===== config.mk =====
export PLATFORM = sky130hd
export DESIGN_NAME = profiler_frame_streamer
export DESIGN_NICKNAME = d
export VERILOG_FILES = /design/src/rtl/profiler_frame_streamer.sv
export SDC_FILE = /design/constraint.sdc
export NUM_CORES = 1
export LEC_CHECK = 0
export BUFFER_PORTS_ARGS = -buffer_cell sky130_fd_sc_hd__clkbuf_2
export CAP_MARGIN = 10
export CORE_MARGIN = 2
export CORE_UTILIZATION = 55
export DETAILED_ROUTE_END_ITERATION = 8
export GPL_TIMING_DRIVEN = 0
export PLACE_DENSITY_LB_ADDON = 0.2
export SYNTH_ARGS = -nofsm -noshare
export SYNTH_HDL_FRONTEND = slang
export SYNTH_SLANG_ARGS = --single-unit

===== constraint.sdc =====
create_clock -name clk -period 2.2 [get_ports clk]
set_input_delay 0.22 -clock clk [delete_from_list [all_inputs] [get_ports clk]]
set_output_delay 0.22 -clock clk [all_outputs]
set_load 0.01 [all_outputs]

===== src/rtl/profiler_frame_streamer.sv =====
// Snapshots the eight instruction-profiler counters atomically and streams them
// as a 10-word valid/ready frame: header, eight counters, XOR checksum.
module profiler_frame_streamer #(
  parameter logic [15:0] MAGIC = 16'hABAC
) (
  input  logic        clk,
  input  logic        rst,
  input  logic [31:0] load_word_counter,
  input  logic [31:0] store_word_counter,
  input  logic [31:0] addition_counter,
  input  logic [31:0] subtraction_counter,
  input  logic [31:0] branch_counter,
  input  logic [31:0] jump_counter,
  input  logic [31:0] system_privilege_counter,
  input  logic [31:0] atomic_counter,
  input  logic        snapshot_req,
  input  logic        clear_overrun,
  input  logic        out_ready,
  output logic [31:0] out_data,
  output logic        out_valid,
  output logic        out_last,
  output logic        busy,
  output logic        overrun
);

  localparam int unsigned W       = 32;
  localparam int unsigned NUM_CNT = 8;

  typedef enum logic [1:0] {IDLE, HEADER, DATA, CHECKSUM} state_t;

  state_t         state, state_n;
  logic [2:0]     idx, idx_n;
  logic [7:0]     seq, seq_n;
  logic [W-1:0]   chk, chk_n;
  logic [W-1:0]   shadow [NUM_CNT];
  logic [W-1:0]   out_data_n;
  logic           out_valid_n, out_last_n, busy_n, overrun_n;
  logic           capture_c;
  logic [W-1:0]   cnt_c [NUM_CNT];
  logic [W-1:0]   hdr_c, cnt_xor_c;

  assign cnt_c[0] = load_word_counter;
  assign cnt_c[1] = store_word_counter;
  assign cnt_c[2] = addition_counter;
  assign cnt_c[3] = subtraction_counter;
  assign cnt_c[4] = branch_counter;
  assign cnt_c[5] = jump_counter;
  assign cnt_c[6] = system_privilege_counter;
  assign cnt_c[7] = atomic_counter;

  assign hdr_c     = {MAGIC, seq, 8'd8};
  // Checksum is fixed at capture time since the shadow words never change mid-frame.
  assign cnt_xor_c = cnt_c[0] ^ cnt_c[1] ^ cnt_c[2] ^ cnt_c[3]
                   ^ cnt_c[4] ^ cnt_c[5] ^ cnt_c[6] ^ cnt_c[7];

  always_comb begin
    state_n     = state;
    idx_n       = idx;
    seq_n       = seq;
    chk_n       = chk;
    out_data_n  = out_data;
    out_valid_n = out_valid;
    out_last_n  = out_last;
    busy_n      = busy;
    overrun_n   = overrun;
    capture_c   = 1'b0;

    if (clear_overrun)
      overrun_n = 1'b0;
    if (snapshot_req && (state != IDLE))
      overrun_n = 1'b1;

    unique case (state)
      IDLE: begin
        if (snapshot_req) begin
          capture_c   = 1'b1;
          state_n     = HEADER;
          seq_n       = seq + 8'd1;
          chk_n       = hdr_c ^ cnt_xor_c;
          out_data_n  = hdr_c;
          out_valid_n = 1'b1;
          out_last_n  = 1'b0;
          busy_n      = 1'b1;
        end
      end
      HEADER: begin
        if (out_ready) begin
          state_n    = DATA;
          idx_n      = 3'd0;
          out_data_n = shadow[0];
        end
      end
      DATA: begin
        if (out_ready) begin
          if (idx == 3'd7) begin
            state_n    = CHECKSUM;
            out_data_n = chk;
            out_last_n = 1'b1;
          end else begin
            idx_n      = idx + 3'd1;
            out_data_n = shadow[idx_n];
          end
        end
      end
      CHECKSUM: begin
        if (out_ready) begin
          state_n     = IDLE;
          out_data_n  = '0;
          out_valid_n = 1'b0;
          out_last_n  = 1'b0;
          busy_n      = 1'b0;
        end
      end
      default: state_n = IDLE;
    endcase
  end

  always_ff @(posedge clk) begin
    if (rst) begin
      state     <= IDLE;
      idx       <= 3'd0;
      seq       <= 8'd0;
      chk       <= '0;
      shadow    <= '{default: '0};
      out_data  <= '0;
      out_valid <= 1'b0;
      out_last  <= 1'b0;
      busy      <= 1'b0;
      overrun   <= 1'b0;
    end else begin
      state     <= state_n;
      idx       <= idx_n;
      seq       <= seq_n;
      chk       <= chk_n;
      out_data  <= out_data_n;
      out_valid <= out_valid_n;
      out_last  <= out_last_n;
      busy      <= busy_n;
      overrun   <= overrun_n;
      if (capture_c)
        shadow <= cnt_c;
    end
  end

endmodule

==> results.sh, run 1 <==
export IMPL_status="complete, no violations"
export IMPL_powerDensity_mw_per_mm2=1047
export IMPL_async_reset_ff_share_pct=0
export IMPL_drc=0
export IMPL_avgSynthCellArea_um2=8.314
export IMPL_vias_per_cell=5.928
export IMPL_io_buffers=294
export IMPL_clkTransAtPathRegs_ns=0.06
export IMPL_worstPathArrival_ns=2.55
export IMPL_drive_gt1_share_pct=20.63
export IMPL_syn_area_mm2=0.01645
export IMPL_final_antenna_net_count=0
export IMPL_synth_cell_types=41
export IMPL_yosys_top_cells_area="dfxtp_1 41%, nand2_1 13%, xnor2_1 11%, a21oi_1 8.7%, mux2i_1 4.7%"
export IMPL_synth_flop_cell="dfxtp_1"
export IMPL_yosysSeqAreaShare_pct=40.88
export IMPL_finalNonFillerCells=2981
export IMPL_start_util_pct=55.66
export IMPL_cpPeakStageDelay_ns=0.39
export IMPL_fp_dieH_um=177.0
export IMPL_top_layer_used="met4"
export IMPL_overflow=0
export IMPL_p_leak_nw=8.779
export IMPL_ir_drop_mv=0.6143
export IMPL_fin_crit_sh_pct=97.98
export IMPL_synth_xor_area_share_pct=12.97
export IMPL_dr_pass1_iters=6
export IMPL_hold_viol=0
export IMPL_cp_max_fo=10
export IMPL_totalPowerFinal_mw=23.63
export IMPL_synth_edff_count=0
export IMPL_rsz0062_at_grt="true"
export IMPL_slew_headroom_pct=41.95
export IMPL_dp_hpwl_mm=45.91
export IMPL_yosysTopAreaCell="dfxtp_1"
export IMPL_drtIter0Drc=2440
export IMPL_clk_latency_ns=0.53
export IMPL_period_needed_ns=2.155
export IMPL_synthMuxAreaShare_pct=7.764
export IMPL_synthesis_nets=2249
export IMPL_finalClockSkew_ns=0.01682
export IMPL_synth_compound_area_share_pct=16.08
export IMPL_crit_type="flop to flop"
export IMPL_synthAdderAreaFrac_pct=0.6844
export IMPL_cts_tree="yes"
export IMPL_syn_to_final_growth_pct=37.13
export IMPL_grt_antenna_before_repair=2
export IMPL_die_area_mm2=0.03131
export IMPL_post_cts_buffers=0
export IMPL_cp_cell_sequence="ha_1 -> buf_4 -> buf_12 -> buf_12 -> mux2i_4 -> a221oi_1 -> a221oi_1 -> nor2_1"
export IMPL_rows=63
export IMPL_critPathLaunchType="flop"
export IMPL_maxSlewViolCount=0
export IMPL_dr_wl_met3_mm=7.538
export IMPL_synth_top_area_share_pct=40.88
export IMPL_worst_setup_path_end_kind="flop"
export IMPL_cp_required_ns=2.59
export IMPL_cts_max_path_buffers=3
export IMPL_nets=2834
export IMPL_dr_wl_met2_mm=31.04
export IMPL_grt_pass1_vias=17336
export IMPL_synthSimpleGateAreaFrac_pct=17.28
export IMPL_finalSetupViolations=0
export IMPL_drt_wirelength_per_cell_um=22.85
export IMPL_root_buffer="clkbuf_16"
export IMPL_routed_wl_mm=68.12
export IMPL_worst_path_max_delay_cell="dfxtp_4"
export IMPL_coreArea_mm2=0.02956
export IMPL_die_w_um=177.0
export IMPL_met1_length_mm=26.73
export IMPL_fmax_mhz=463.9
export IMPL_cts_sinks=336
export IMPL_worstHoldPathType="input port to flop"
export IMPL_cts_buffers=37
export IMPL_vias=17670
export IMPL_synthCells=1979
export IMPL_htree_levels=2
export IMPL_crit_buf_inv=3
export IMPL_ys_ff_latch=336
export IMPL_grtUsageTotal_pct=41.87
export IMPL_dpl_cell_count=2663
export IMPL_drv_cap=0
export IMPL_yosysWarnings=0
export IMPL_io_pins=297
export IMPL_grt_max_degree=14
export IMPL_grt_pass1_wl_mm=98.69
export IMPL_synth_top_family_by_area="simple AND/OR/NAND/NOR gates"
export IMPL_path_delay_family="buffers and inverters"
export IMPL_routabilityCongestion=0.9733
export IMPL_worstMarginPinSlew_ns=0.8707
==> registers in the layout (all words and copies together) (netlist names) <==
register  cells
overrun       1
shadow      256
out_last      1
state         2
chk          32
busy          1
seq           8
out_data     32
idx           3
==> cells in the final DEF, fill, tap and decap left out, types with 9 or more instances in the layout <==
| cell | instances |
|---|---|
| nand3_1 | 14 |
| buf_2 | 34 |
| a311oi_1 | 9 |
| mux2i_1 | 69 |
| a211oi_1 | 20 |
| mux4_2 | 13 |
| a22oi_2 | 12 |
| clkbuf_16 | 39 |
| nor2b_1 | 19 |
| a221oi_2 | 25 |
| xnor2_1 | 210 |
| xor2_1 | 13 |
| dfxtp_1 | 334 |
| clkbuf_2 | 332 |
| nor3_1 | 28 |
| a22oi_1 | 23 |
| nand2_1 | 556 |
| a221oi_1 | 28 |
| clkbuf_1 | 59 |
| dlygate4sd3_1 | 252 |
| nor2_1 | 77 |
| a21oi_1 | 287 |
==> tightest hold or removal path: stages <==
cell,delay [ns]
clkbuf_2,0.10
nand2_1,0.09
a21oi_1,0.07
==> report_power, final <==
group | total [mW] | internal [mW] | switching [mW] | leakage, nW
combinational | 9.25 | 3.45 | 5.79 | 5.45
sequential | 8.24 | 7.34 | 0.899 | 2.76
clock | 6.14 | 3.58 | 2.56 | 0.577
==> what timing repair did <==
item | in CTS | in global routing
cloned | 1 | 0
gates resized for setup | 64 | 87
pin swaps | 3 | 4
setup endpoints to repair | 261 | 236
endpoints found under the hold margin | 252 | 0
hold buffers | 252 | 0
==> per-layer routing <==
metal,GRT usage (%),up-vias
met5,0,-
met4,17.53,0
met3,8.226,221
met2,67.64,1248
met1,54.72,8337
li1,-,7864
==> logic make-up after synthesis <==
family / Yosys count
DFF: 336
xor gates and xnor gates: 231
and+or+nand+nor: 717
AOI/OAI and AO/OA: 424
muxes: 107
adders and majority gates: 9
buffers and inverters: 155
==> area by class of cell <==
| class | instances | area, um2 |
|---|---|---|
| multi-input combinational | 1488 | 9298 |
| fill | 2095 | 6998 |
| sequential | 336 | 6731 |
| timing repair buffer | 547 | 4001 |
| clock buffer | 54 | 1062 |
| buffer | 151 | 860.8 |
| tap | 390 | 488.0 |
| clock inverter | 10 | 103.9 |
| inverter | 3 | 11.26 |
| antenna | 2 | 5.005 |
==> synthesized netlist by cell type, drive strengths merged, types with 13 or more instances <==
master    n
a221oi   54
mux2     16
xnor2   210
nand2   557
mux4     14
mux2i    77
clkbuf   89
a22oi    35
a21oi   287
nor2     80
xor2     13
nor3     34
a211oi   22
nand3    15
buf      63
nor2b    20
dfxtp   336
==> metrics by stage <==
step           setup WS [ns]  hold WS (ns)  util, %  cell area [um2]  setup TNS (ns)
2_1_floorplan         0.2068        0.3560        -            16450               0
3_3_place_gp         -0.4082        0.4384    62.29            18410          -22.80
3_5_place_dp         -0.4535        0.4447    62.29            18410          -31.51
4_1_cts           -0.0003675    0.00002531    75.37            22280      -0.0003675
5_1_grt             -0.01381      0.006206    76.33            22560        -0.01968
6_report             0.04451      0.008624    76.33            22560               0
==> path summary, 6_finish.rpt <==
path,start,to,slack [ns],depth (start not counted)
worst max-delay path,idx[0],out_data[7],0.04,8
worst min-delay path,jump_counter[14],shadow[78],0.009,3
worst max register to register,idx[0],out_data[7],0.04,8
worst min register to register,chk[21],chk[21],0.45,2
(Power assumes the default switching activity.)
==> run 2, diff against run 1 <==
CORE_ASPECT_RATIO = 1.4   (was not set)
PLACE_DENSITY = 0.79   (was not set)
PLACE_DENSITY_LB_ADDON = not set   (was 0.2)
==> results.sh, run 2 (synthesis gave the netlist of run 1 again) <==
export IMPL_status="finished, violations left"
export IMPL_failed_checks="setup timing"
export IMPL_finalClockSkew_ns=0.03700
export IMPL_clk_latency_ns=0.55
export IMPL_clkTransAtPathRegs_ns=0.07
export IMPL_io_buffers=294
export IMPL_die_w_um=150.2
export IMPL_worstMarginPinSlew_ns=0.9715
export IMPL_largest_reg_flops=256
export IMPL_setup_ws_ns=-0.08406
export IMPL_routabilityCongestion=0.9831
export IMPL_final_antenna_net_count=0
export IMPL_cts_buffers=34
export IMPL_ir_drop_mv=0.7711
export IMPL_grt_max_degree=15
export IMPL_top_register="shadow"
export IMPL_drive_gt1_share_pct=20.05
export IMPL_worstHoldPathType="input port to flop"
export IMPL_period_needed_ns=2.284
export IMPL_io_pins=297
export IMPL_design_area_mm2=0.02237
export IMPL_final_setup_tns_ns=-0.4434
export IMPL_totalPowerFinal_mw=24.25
export IMPL_cp_max_fo=10
export IMPL_maxSlewViolCount=0
export IMPL_dr_pass1_iters=6
export IMPL_finalSetupViolations=12
export IMPL_vias=19088
export IMPL_drtIter0Drc=2422
export IMPL_grt_pass1_vias=19536
export IMPL_root_buffer="clkbuf_16"
export IMPL_worst_setup_path_end_kind="flop"
export IMPL_dpl_instance_area_mm2=0.01840
export IMPL_overflow=0
export IMPL_coreArea_mm2=0.02935
export IMPL_rr_worst_depth=8
export IMPL_dp_hpwl_mm=45.63
export IMPL_drc=0
export IMPL_cp_required_ns=2.63
export IMPL_routed_wl_mm=76.50
export IMPL_htree_levels=2
export IMPL_hold_depth=3
export IMPL_fin_crit_sh_pct=103.8
export IMPL_grtUsageTotal_pct=47.30
export IMPL_fmax_mhz=437.8
export IMPL_worstHoldStart="subtraction_counter[6]"
export IMPL_worstPathArrival_ns=2.71
export IMPL_vias_per_cell=6.431
export IMPL_final_common_cell="nand2_1"
export IMPL_cts_sinks=336
export IMPL_num_fill_cells=1926
export IMPL_fin_util_pct=76.20
export IMPL_grt_pass1_wl_mm=110.2
export IMPL_nets=2826
export IMPL_die_area_mm2=0.03133
export IMPL_crit_type="flop to flop"
export IMPL_cts_tree="yes"
export IMPL_cts_max_path_buffers=3
export IMPL_crit_start="idx[0]"
export IMPL_p_leak_nw=8.726
export IMPL_syn_to_final_growth_pct=35.94
export IMPL_drv_cap=0
export IMPL_grt_antenna_before_repair=5
export IMPL_powerDensity_mw_per_mm2=1084
export IMPL_rr_startpoint="idx[0]"
export IMPL_rsz0062_at_grt="true"
export IMPL_top_regs="shadow x256, chk x32, out_data x32"
export IMPL_critPathLaunchType="flop"
export IMPL_slew_headroom_pct=35.23
export IMPL_rows=74
export IMPL_hold_viol=0
export IMPL_start_util_pct=56.06
export IMPL_fp_dieH_um=208.7
export IMPL_drt_wirelength_per_cell_um=25.77
export IMPL_final_cell_mix="556 x nand2_1, 333 x dfxtp_1, 324 x clkbuf_2, 287 x a21oi_1, 247 x dlygate4sd3_1"
run 2: area by class of cell:
| type | instances | area (um2) | area share (%) |
|---|---|---|---|
| antenna | 9 | 22.52 | 0.1007 |
| buffer | 150 | 908.4 | 4.061 |
| clock buffer | 47 | 959.7 | 4.291 |
| clock inverter | 12 | 185.2 | 0.8279 |
| inverter | 3 | 11.26 | 0.05035 |
| multi-input combinational | 1488 | 9112 | 40.74 |
| sequential | 336 | 6733 | 30.10 |
| tap | 380 | 475.5 | 2.126 |
| timing repair buffer | 543 | 3959 | 17.70 |
run 2: final timing paths:
| check | slack, ns | end |
|---|---|---|
| worst max-delay path | -0.08 | out_data[29] |
| worst min-delay path | 0.004 | shadow[134] |
| worst max register to register | -0.08 | out_data[29] |
| worst min register to register | 0.45 | shadow[8] |
run 2: per-stage QoR:
stage	setup WS, ns	hold slack [ns]	cells
3_3_place_gp	-0.3979	0.4378	2653
5_1_grt	-0.1323	0.01729	2964
2_1_floorplan	0.2068	0.3560	1979
4_1_cts	-0.01146	0.001495	2957
3_5_place_dp	-0.4807	0.4435	2653
6_report	-0.08406	0.003620	2968
run 2: what timing repair did:
action | in CTS | in global routing
resized for setup | 73 | 76
hold endpoints to repair | 247 | 0
setup endpoints to repair | 299 | 300
buffers inserted | 0 | 2
pin swaps | 0 | 1
hold buffers | 247 | 0
run 2: where the power goes:
part | switching (mW) | internal (mW) | total [mW]
clock network | 2.58 | 3.55 | 6.13
registers | 0.873 | 7.34 | 8.21
logic | 6.45 | 3.46 | 9.91
total | 9.90 | 14.3 | 24.2
run 2: metal layers:
layer	wire [um]	vias to the layer above	GRT usage [%]
met4	9007	0	44.86
met3	9845	712	14.67
met1	23120	8657	48.69
met5	0	-	0
met2	34520	1856	75.04
li1	-	7863	-
run 2: worst max-delay path, cell delays in order, from the launching register on:
cell      delay, ns
dfxtp_4        0.38
ha_1           0.28
buf_2          0.18
buf_6          0.24
buf_6          0.24
mux2i_1        0.12
a22oi_1        0.22
nand3_1        0.13
a311oi_2       0.38
==> run 3, diff against run 2 <==
RECOVER_POWER = 100   (was not set)
==> results.sh, run 3 (synthesis gave the netlist of run 1 again) <==
export IMPL_start_util_pct=56.06
export IMPL_hold_depth=3
export IMPL_p_leak_nw=8.603
export IMPL_top_usage_layer="met2"
export IMPL_powerDensity_mw_per_mm2=1084
export IMPL_slew_headroom_pct=37.40
export IMPL_clkTransAtPathRegs_ns=0.07
export IMPL_r2r_slack_ns=-0.11
export IMPL_drive_gt1_share_pct=18.61
export IMPL_grt_pass1_vias=19536
export IMPL_vias=19117
export IMPL_worstHoldStart="subtraction_counter[6]"
export IMPL_die_w_um=150.2
export IMPL_maxSlewViolCount=0
export IMPL_largest_reg_flops=256
export IMPL_final_setup_tns_ns=-2.399
export IMPL_nets=2826
export IMPL_routed_wl_mm=76.56
export IMPL_worstPathArrival_ns=2.74
export IMPL_ir_drop_mv=0.7721
export IMPL_rr_startpoint="state[1]"
export IMPL_worstHoldPathType="input port to flop"
export IMPL_routabilityCongestion=0.9831
export IMPL_rsz0062_at_grt="true"
export IMPL_drtIter0Drc=2449
export IMPL_hold_viol=0
export IMPL_grt_max_degree=15
export IMPL_grt_pass1_wl_mm=110.2
export IMPL_grt_antenna_before_repair=5
export IMPL_setup_ws_ns=-0.1104
export IMPL_die_area_mm2=0.03133
export IMPL_syn_to_final_growth_pct=35.50
export IMPL_rows=74
export IMPL_grt_use_met1_pct=48.69
export IMPL_drv_cap=0
export IMPL_dp_hpwl_mm=45.63
export IMPL_io_buffers=294
export IMPL_worst_path_max_delay_cell="clkbuf_2"
export IMPL_overflow=0
export IMPL_dpl_cell_count=2653
export IMPL_top_register="shadow"
export IMPL_period_needed_ns=2.310
export IMPL_hold_ws_ns=0.005308
export IMPL_coreArea_mm2=0.02935
export IMPL_failed_checks="setup timing"
export IMPL_finalSetupViolations=58
export IMPL_final_antenna_net_count=0
export IMPL_totalPowerFinal_mw=24.17
export IMPL_rr_worst_depth=8
export IMPL_grt_use_met3_pct=14.67
export IMPL_root_buffer="clkbuf_16"
export IMPL_grtUsageMet2_pct=75.04
export IMPL_cp_required_ns=2.63
export IMPL_cts_tree="yes"
export IMPL_critPathLaunchType="flop"
export IMPL_final_cell_mix="556 x nand2_1, 334 x dfxtp_1, 305 x clkbuf_2, 287 x a21oi_1, 247 x dlygate4sd3_1"
export IMPL_r2r_end="shadow[74]"
export IMPL_finalNonFillerCells=2968
export IMPL_worstMarginPinSlew_ns=0.9390
export IMPL_grtUsageTotal_pct=47.30
export IMPL_cts_max_path_buffers=3
export IMPL_top_regs="shadow x256, chk x32, out_data x32"
export IMPL_cpPeakStageDelay_ns=0.36
export IMPL_drc=0
export IMPL_fp_dieH_um=208.7
export IMPL_clk_latency_ns=0.54
export IMPL_status="finished, violations left"
export IMPL_finalClockSkew_ns=0.03161
export IMPL_fin_crit_sh_pct=105.0
export IMPL_crit_type="flop to flop"
export IMPL_pre_cts_ws_ns=-0.4807
export IMPL_vias_per_cell=6.441
export IMPL_min_to="shadow[134]"
export IMPL_htree_levels=2
export IMPL_cp_cell_sequence="inv_1 -> ha_2 -> and2_0 -> buf_2 -> clkbuf_4 -> clkbuf_2 -> nand2_1 -> a21oi_1"
export IMPL_drt_wirelength_per_cell_um=25.80
export IMPL_fmax_mhz=432.8
export IMPL_io_pins=297
export IMPL_cts_buffers=34
export IMPL_cp_max_fo=10
export IMPL_path_delay_family="buffers and inverters"
export IMPL_crit_buf_inv=4
export IMPL_cts_sinks=336
export IMPL_final_common_cell="nand2_1"
export IMPL_worst_setup_path_end_kind="flop"
export IMPL_dr_pass1_iters=8
[run 3: cell count changes in the layout (fill, tap and decap cells not counted), sizes merged]
cell / before / now
buf: 52 / 44
clkbuf: 441 / 449
[run 3: worst max path at each step]
stage	start	endpoint	slack (ns)	cells past startpoint
3_3_place_gp	idx[0]	out_data[15]	-0.40	7
4_1_cts	idx[0]	out_data[29]	-0.01	8
3_5_place_dp	idx[0]	out_data[15]	-0.48	7
6_report	state[1]	shadow[74]	-0.11	8
5_1_grt	idx[0]	out_data[8]	-0.13	9
2_1_floorplan	idx[0]	out_data[6]	0.21	8
[run 3: what timing repair did]
item                                    4_1_cts  5_1_grt
resized for setup                            73       76
pin swaps                                     0        1
hold buffers                                247        0
hold endpoints to repair                    247        0
endpoints found under the setup margin      299      300
buffers inserted                              0        2
[run 3: through the flow]
step           cell area [um2]  utilization (%)
6_report                 22290            75.96
5_1_grt                  22280            75.92
4_1_cts                  22170            75.54
3_5_place_dp             18400            62.69
3_3_place_gp             18400            62.69
2_1_floorplan            16450                -
[run 3: tightest hold or removal path, cell delays in order]
cell      delay [ns]
clkbuf_2        0.11
nand2_1         0.09
a21oi_1         0.06
[run 3: area by class of cell]
class / instances / area [um2]
clock inverters: 12 / 185.2
repair buffers: 543 / 3915
inverters: 3 / 11.26
multi-input cells: 1488 / 9110
fillers: 1963 / 7057
plain buffers: 150 / 883.3
flip-flops and latches: 336 / 6731
diodes: 9 / 22.52
clock buffers: 47 / 959.7
well taps: 380 / 475.5
[run 3: power breakdown]
| part | internal [mW] | switching [mW] | total (mW) |
|---|---|---|---|
| Sequential | 7.33 | 0.868 | 8.20 |
| Clock | 3.55 | 2.58 | 6.13 |
| Combinational | 3.37 | 6.47 | 9.84 |
| Total | 14.3 | 9.92 | 24.2 |
[run 3: layer usage]
layer	routed length (um)	share of wire, %
met5	0	0
met4	9038	12
met3	9669	13
met2	34430	45
met1	23420	31
